<file path="src/rtl/serial_sub.sv">
// Bit-serial two's-complement subtractor: a - b over WIDTH cycles, LSB first.
// Define SERIAL_SUB_OVF_EN to add the signed-overflow output ovf.
module serial_sub #(
  parameter int unsigned WIDTH = 8
) (
  input  logic             clk,
  input  logic             rst_n,
  input  logic             start,
  input  logic [WIDTH-1:0] a,
  input  logic [WIDTH-1:0] b,
  output logic             busy,
  output logic             done,
  output logic [WIDTH-1:0] diff,
  output logic             borrow_out
`ifdef SERIAL_SUB_OVF_EN
  ,
  output logic             ovf
`endif
);

  localparam int unsigned CW = $clog2(WIDTH + 1);

  typedef enum logic {IDLE, RUN} state_t;

  state_t           state, state_d;
  logic [WIDTH-1:0] sa, sa_d, sb, sb_d, sd, sd_d, diff_d;
  logic             bw, bw_d, busy_d, done_d, borrow_d;
  logic [CW-1:0]    cnt, cnt_d;
  logic             x, y, d, bw_nx;
`ifdef SERIAL_SUB_OVF_EN
  logic             a_msb, a_msb_d, b_msb, b_msb_d, ovf_d;
`endif

  // Full-subtractor cell on the current LSBs
  assign x     = sa[0];
  assign y     = sb[0];
  assign d     = x ^ y ^ bw;
  assign bw_nx = (~x & y) | (~(x ^ y) & bw);

  // Next-state and output logic
  always_comb begin
    state_d  = state;
    sa_d     = sa;
    sb_d     = sb;
    sd_d     = sd;
    bw_d     = bw;
    cnt_d    = cnt;
    diff_d   = diff;
    borrow_d = borrow_out;
    done_d   = 1'b0;
`ifdef SERIAL_SUB_OVF_EN
    a_msb_d  = a_msb;
    b_msb_d  = b_msb;
    ovf_d    = ovf;
`endif
    unique case (state)
      IDLE: begin
        if (start) begin
          sa_d    = a;
          sb_d    = b;
          sd_d    = '0;
          bw_d    = 1'b0;
          cnt_d   = '0;
          state_d = RUN;
`ifdef SERIAL_SUB_OVF_EN
          a_msb_d = a[WIDTH-1];
          b_msb_d = b[WIDTH-1];
`endif
        end
      end
      RUN: begin
        sa_d  = sa >> 1;
        sb_d  = sb >> 1;
        sd_d  = WIDTH'({d, sd} >> 1);
        bw_d  = bw_nx;
        cnt_d = cnt + CW'(1);
        if (cnt == CW'(WIDTH - 1)) begin
          diff_d   = sd_d;
          borrow_d = bw_nx;
          done_d   = 1'b1;
          state_d  = IDLE;
`ifdef SERIAL_SUB_OVF_EN
          ovf_d    = (a_msb != b_msb) & (d != a_msb);
`endif
        end
      end
      default: state_d = IDLE;
    endcase
    busy_d = (state_d == RUN);
  end

  // State and output registers
  always_ff @(posedge clk or negedge rst_n) begin
    if (!rst_n) begin
      state      <= IDLE;
      sa         <= '0;
      sb         <= '0;
      sd         <= '0;
      bw         <= 1'b0;
      cnt        <= '0;
      busy       <= 1'b0;
      done       <= 1'b0;
      diff       <= '0;
      borrow_out <= 1'b0;
`ifdef SERIAL_SUB_OVF_EN
      a_msb      <= 1'b0;
      b_msb      <= 1'b0;
      ovf        <= 1'b0;
`endif
    end else begin
      state      <= state_d;
      sa         <= sa_d;
      sb         <= sb_d;
      sd         <= sd_d;
      bw         <= bw_d;
      cnt        <= cnt_d;
      busy       <= busy_d;
      done       <= done_d;
      diff       <= diff_d;
      borrow_out <= borrow_d;
`ifdef SERIAL_SUB_OVF_EN
      a_msb      <= a_msb_d;
      b_msb      <= b_msb_d;
      ovf        <= ovf_d;
`endif
    end
  end

endmodule
</file>
<file path="config.mk">
export PLATFORM = sky130hd
export DESIGN_NAME = serial_sub
export DESIGN_NICKNAME = d
export VERILOG_FILES = /design/src/rtl/serial_sub.sv
export SDC_FILE = /design/constraint.sdc
export NUM_CORES = 1
export LEC_CHECK = 0
export ABC_AREA = 1
export BUFFER_PORTS_ARGS = -buffer_cell sky130_fd_sc_hd__buf_2
export CORE_ASPECT_RATIO = 0.75
export CORE_UTILIZATION = 55
export DETAILED_ROUTE_END_ITERATION = 10
export GPL_ROUTABILITY_DRIVEN = 0
export MAX_ROUTING_LAYER = met4
export PLACE_DENSITY = 0.79
export SETUP_SLACK_MARGIN = 0.3
export SYNTH_ARGS = -nofsm -noshare
export SYNTH_HDL_FRONTEND = slang
export SYNTH_SLANG_ARGS = --single-unit
</file>
<file path="constraint.sdc">
create_clock -name clk -period 2 [get_ports clk]
set_clock_uncertainty 0.2 [all_clocks]
set_input_delay 0.1 -clock clk [delete_from_list [all_inputs] [get_ports clk]]
set_output_delay 0.1 -clock clk [all_outputs]
set_load 0.03 [all_outputs]
</file>
==> flow_summary.json <==
{
  "status": "completed",
  "cp.arrival_ps": 1570,
  "dp_hpwl_um": 2250,
  "synth_cell_types": 21,
  "yosysSeqAreaShare_pct": 57.7,
  "path_cells": "buf_4, nor2_4, nand2_1, nand3_1",
  "nets": 254,
  "grt_usage_pct": 26.7,
  "syn_inst": 183,
  "routed_wl_um": 3460,
  "setup.worst_path.class": "flip-flop to flip-flop",
  "setup_tns_ps": 0,
  "clk_latency_ps": 290,
  "via_count": 1400,
  "path_max_fanout": 16,
  "cts_tree": "built",
  "routed_via_density": 5.15,
  "cts.sinks": 39,
  "slew_headroom_pct": 44.9,
  "fmax_ghz": 0.649,
  "design.die.area_um2": 3300,
  "row_count": 17,
  "final-hold-violation-count": 0,
  "area_growth_pct": 26.7,
  "cpMaxStageDelayCell": "dfrtp_1",
  "grt_pass1_wl_um": 6100,
  "cts_buffer_depth": 2,
  "synth_area_leaders": "dfrtp_1 (58%), nand2_1 (17%), nand3_1 (6.5%)",
  "synthDominantCellAreaShare_pct": 57.7,
  "drive_above_1_share_pct": 21.8,
  "synth_enable_flop_cells": 0,
  "syn_avg_cell_area_um2": 9.24,
  "required_ps": 2030,
  "tightest_slew_ps": 827,
  "grt_max_degree": 40,
  "synthesis.area_um2": 1690,
  "cap_violations": 0,
  "die_h_um": 50.0,
  "cts.root.buffer_cell": "clkbuf_8",
  "yosysMostFrequentCell": "nand2_1",
  "setup_violations": 0,
  "endpoint_kind": "flip-flop",
  "fin_crit_sh_pct": 77.0,
  "startpoint_type": "flip-flop",
  "portBuffers": 29,
  "fillers": 217,
  "grt_overflow": 0,
  "wl_per_cell_um": 12.7,
  "power_density_nw_per_um2": 1530,
  "synth.ff_latch_count": 39,
  "final_cells": 272,
  "leakage_uw": 0.00113,
  "coreArea_um2": 2940,
  "dp_cells": 246,
  "async_reset_ff_share_pct": 100,
  "antenna_cells": 0,
  "io_pins": 30,
  "period_needed_ps": 1540,
  "synth.largest_area_cell": "dfrtp_1",
  "ys.flop_type": "dfrtp_1",
  "postCtsSetupBuffers": 0,
  "clk_pin_slew_ps": 70,
  "slew_violations": 0,
  "min_path_type": "primary input to asynchronous set/reset pin",
  "htreeDepth": 2,
  "rsz0062_at_grt": "false",
  "floorplan.initialDensity_pct": 57.6,
  "syn-num-nets": 204,
  "antenna_left": 0,
  "grt_pass1_vias": 1346,
  "dieWidth_um": 66.0,
  "slowest_delay_ps": 490,
  "synthTopCellsByCount": "nand2_1 (78), dfrtp_1 (39), nand3_1 (22)",
  "drtIter0Drc": 97,
  "dr.pass1.iters": 5,
  "antenna_found_initial": 0,
  "ys_warn_count": 0,
  "drc": 0,
  "cts_buffers": 5,
  "peakVddDrop_v": 0.000898
}
[routing by layer]
| metal | part of all wire [%] | GRT usage, % |
|---|---|---|
| met1 | 44 | 33.8 |
| met2 | 47 | 38.9 |
| met3 | 6.7 | 9.95 |
| met4 | 2.3 | 10.6 |
| met5 | 0 | - |
[layout make-up]
type | instances | area [um2] | area share [%]
clock inverter | 2 | 35.0 | 1.64
timing repair buffer | 48 | 333 | 15.5
tap | 38 | 47.5 | 2.22
inverter | 18 | 70.1 | 3.27
sequential | 39 | 976 | 45.6
multi-input combinational | 121 | 598 | 27.9
clock buffer | 6 | 82.6 | 3.86
[through the flow]
step	hold WS (ps)	instance area [um2]	utilization [%]	setup WS (ps)	power, uW
after floorplan	-396	1690	-	618	2290
after global placement	39.9	1840	62.8	558	2530
after global routing	284	2140	73.0	358	3510
after detailed placement	52.7	1840	62.8	508	2580
after CTS	262	2140	73.0	488	3290
final	240	2140	73.0	459	3270
[worst max-delay path, delay by kind of cell, from the launching register on]
kind | cells | cell delay [ps]
DFF | 1 | 490
buffers and inverters | 1 | 240
and+or+nand+nor | 3 | 530
[path summary, 6_finish.rpt]
check                      startpoint      end  slack, ps  cells after the start
min in group clk              diff[1]  diff[1]        270                      2
min reg2reg                   diff[1]  diff[1]        270                      2
max                             state    sa[1]        460                      4
max in group asynchronous       rst_n    sd[3]        840                      2
max reg2reg                     state    sa[1]        460                      4
min                             rst_n  diff[1]        240                      2
[cells in the final DEF, fill, tap and decap left out, drive strengths merged]
master	instances
a21oi	1
buf	30
bufinv	1
clkbuf	6
clkinv	1
dfrtp	39
dlygate4sd3	18
fa	1
ha	1
inv	18
nand2	79
nand3	22
nand3b	1
nor2	5
o211ai	1
o21ai	4
o22ai	6
[report_power, final]
| group | switching [uW] | internal, uW | leakage (uW) |
|---|---|---|---|
| logic | 830 | 446 | 0.000571 |
| registers | 210 | 1110 | 0.000498 |
| clock network | 269 | 403 | 0.0000612 |
| total | 1310 | 1960 | 0.00113 |
[registers in the layout, summed over array words and instances, names as in the netlist]
register / cells
diff: 8
sa: 8
state: 1
borrow_out: 1
done: 1
bw: 1
sd: 7
sb: 8
cnt: 4
[cell families after synthesis]
| logic type | count (synthesis) | synth area share [%] |
|---|---|---|
| and+or+nand+nor | 107 | 27.4 |
| DFF | 39 | 57.7 |
| buffers and inverters | 23 | 6.88 |
| AOI/OAI and AO/OA | 12 | 6.07 |
| adders and majority gates | 2 | 1.92 |
[what timing repair did]
item | in CTS | in global routing
hold endpoints to repair | 58 | 0
gates resized for setup | 0 | 0
setup endpoints to repair | 0 | 0
hold buffers | 18 | 0
Power figures use the tool's default switching activity.
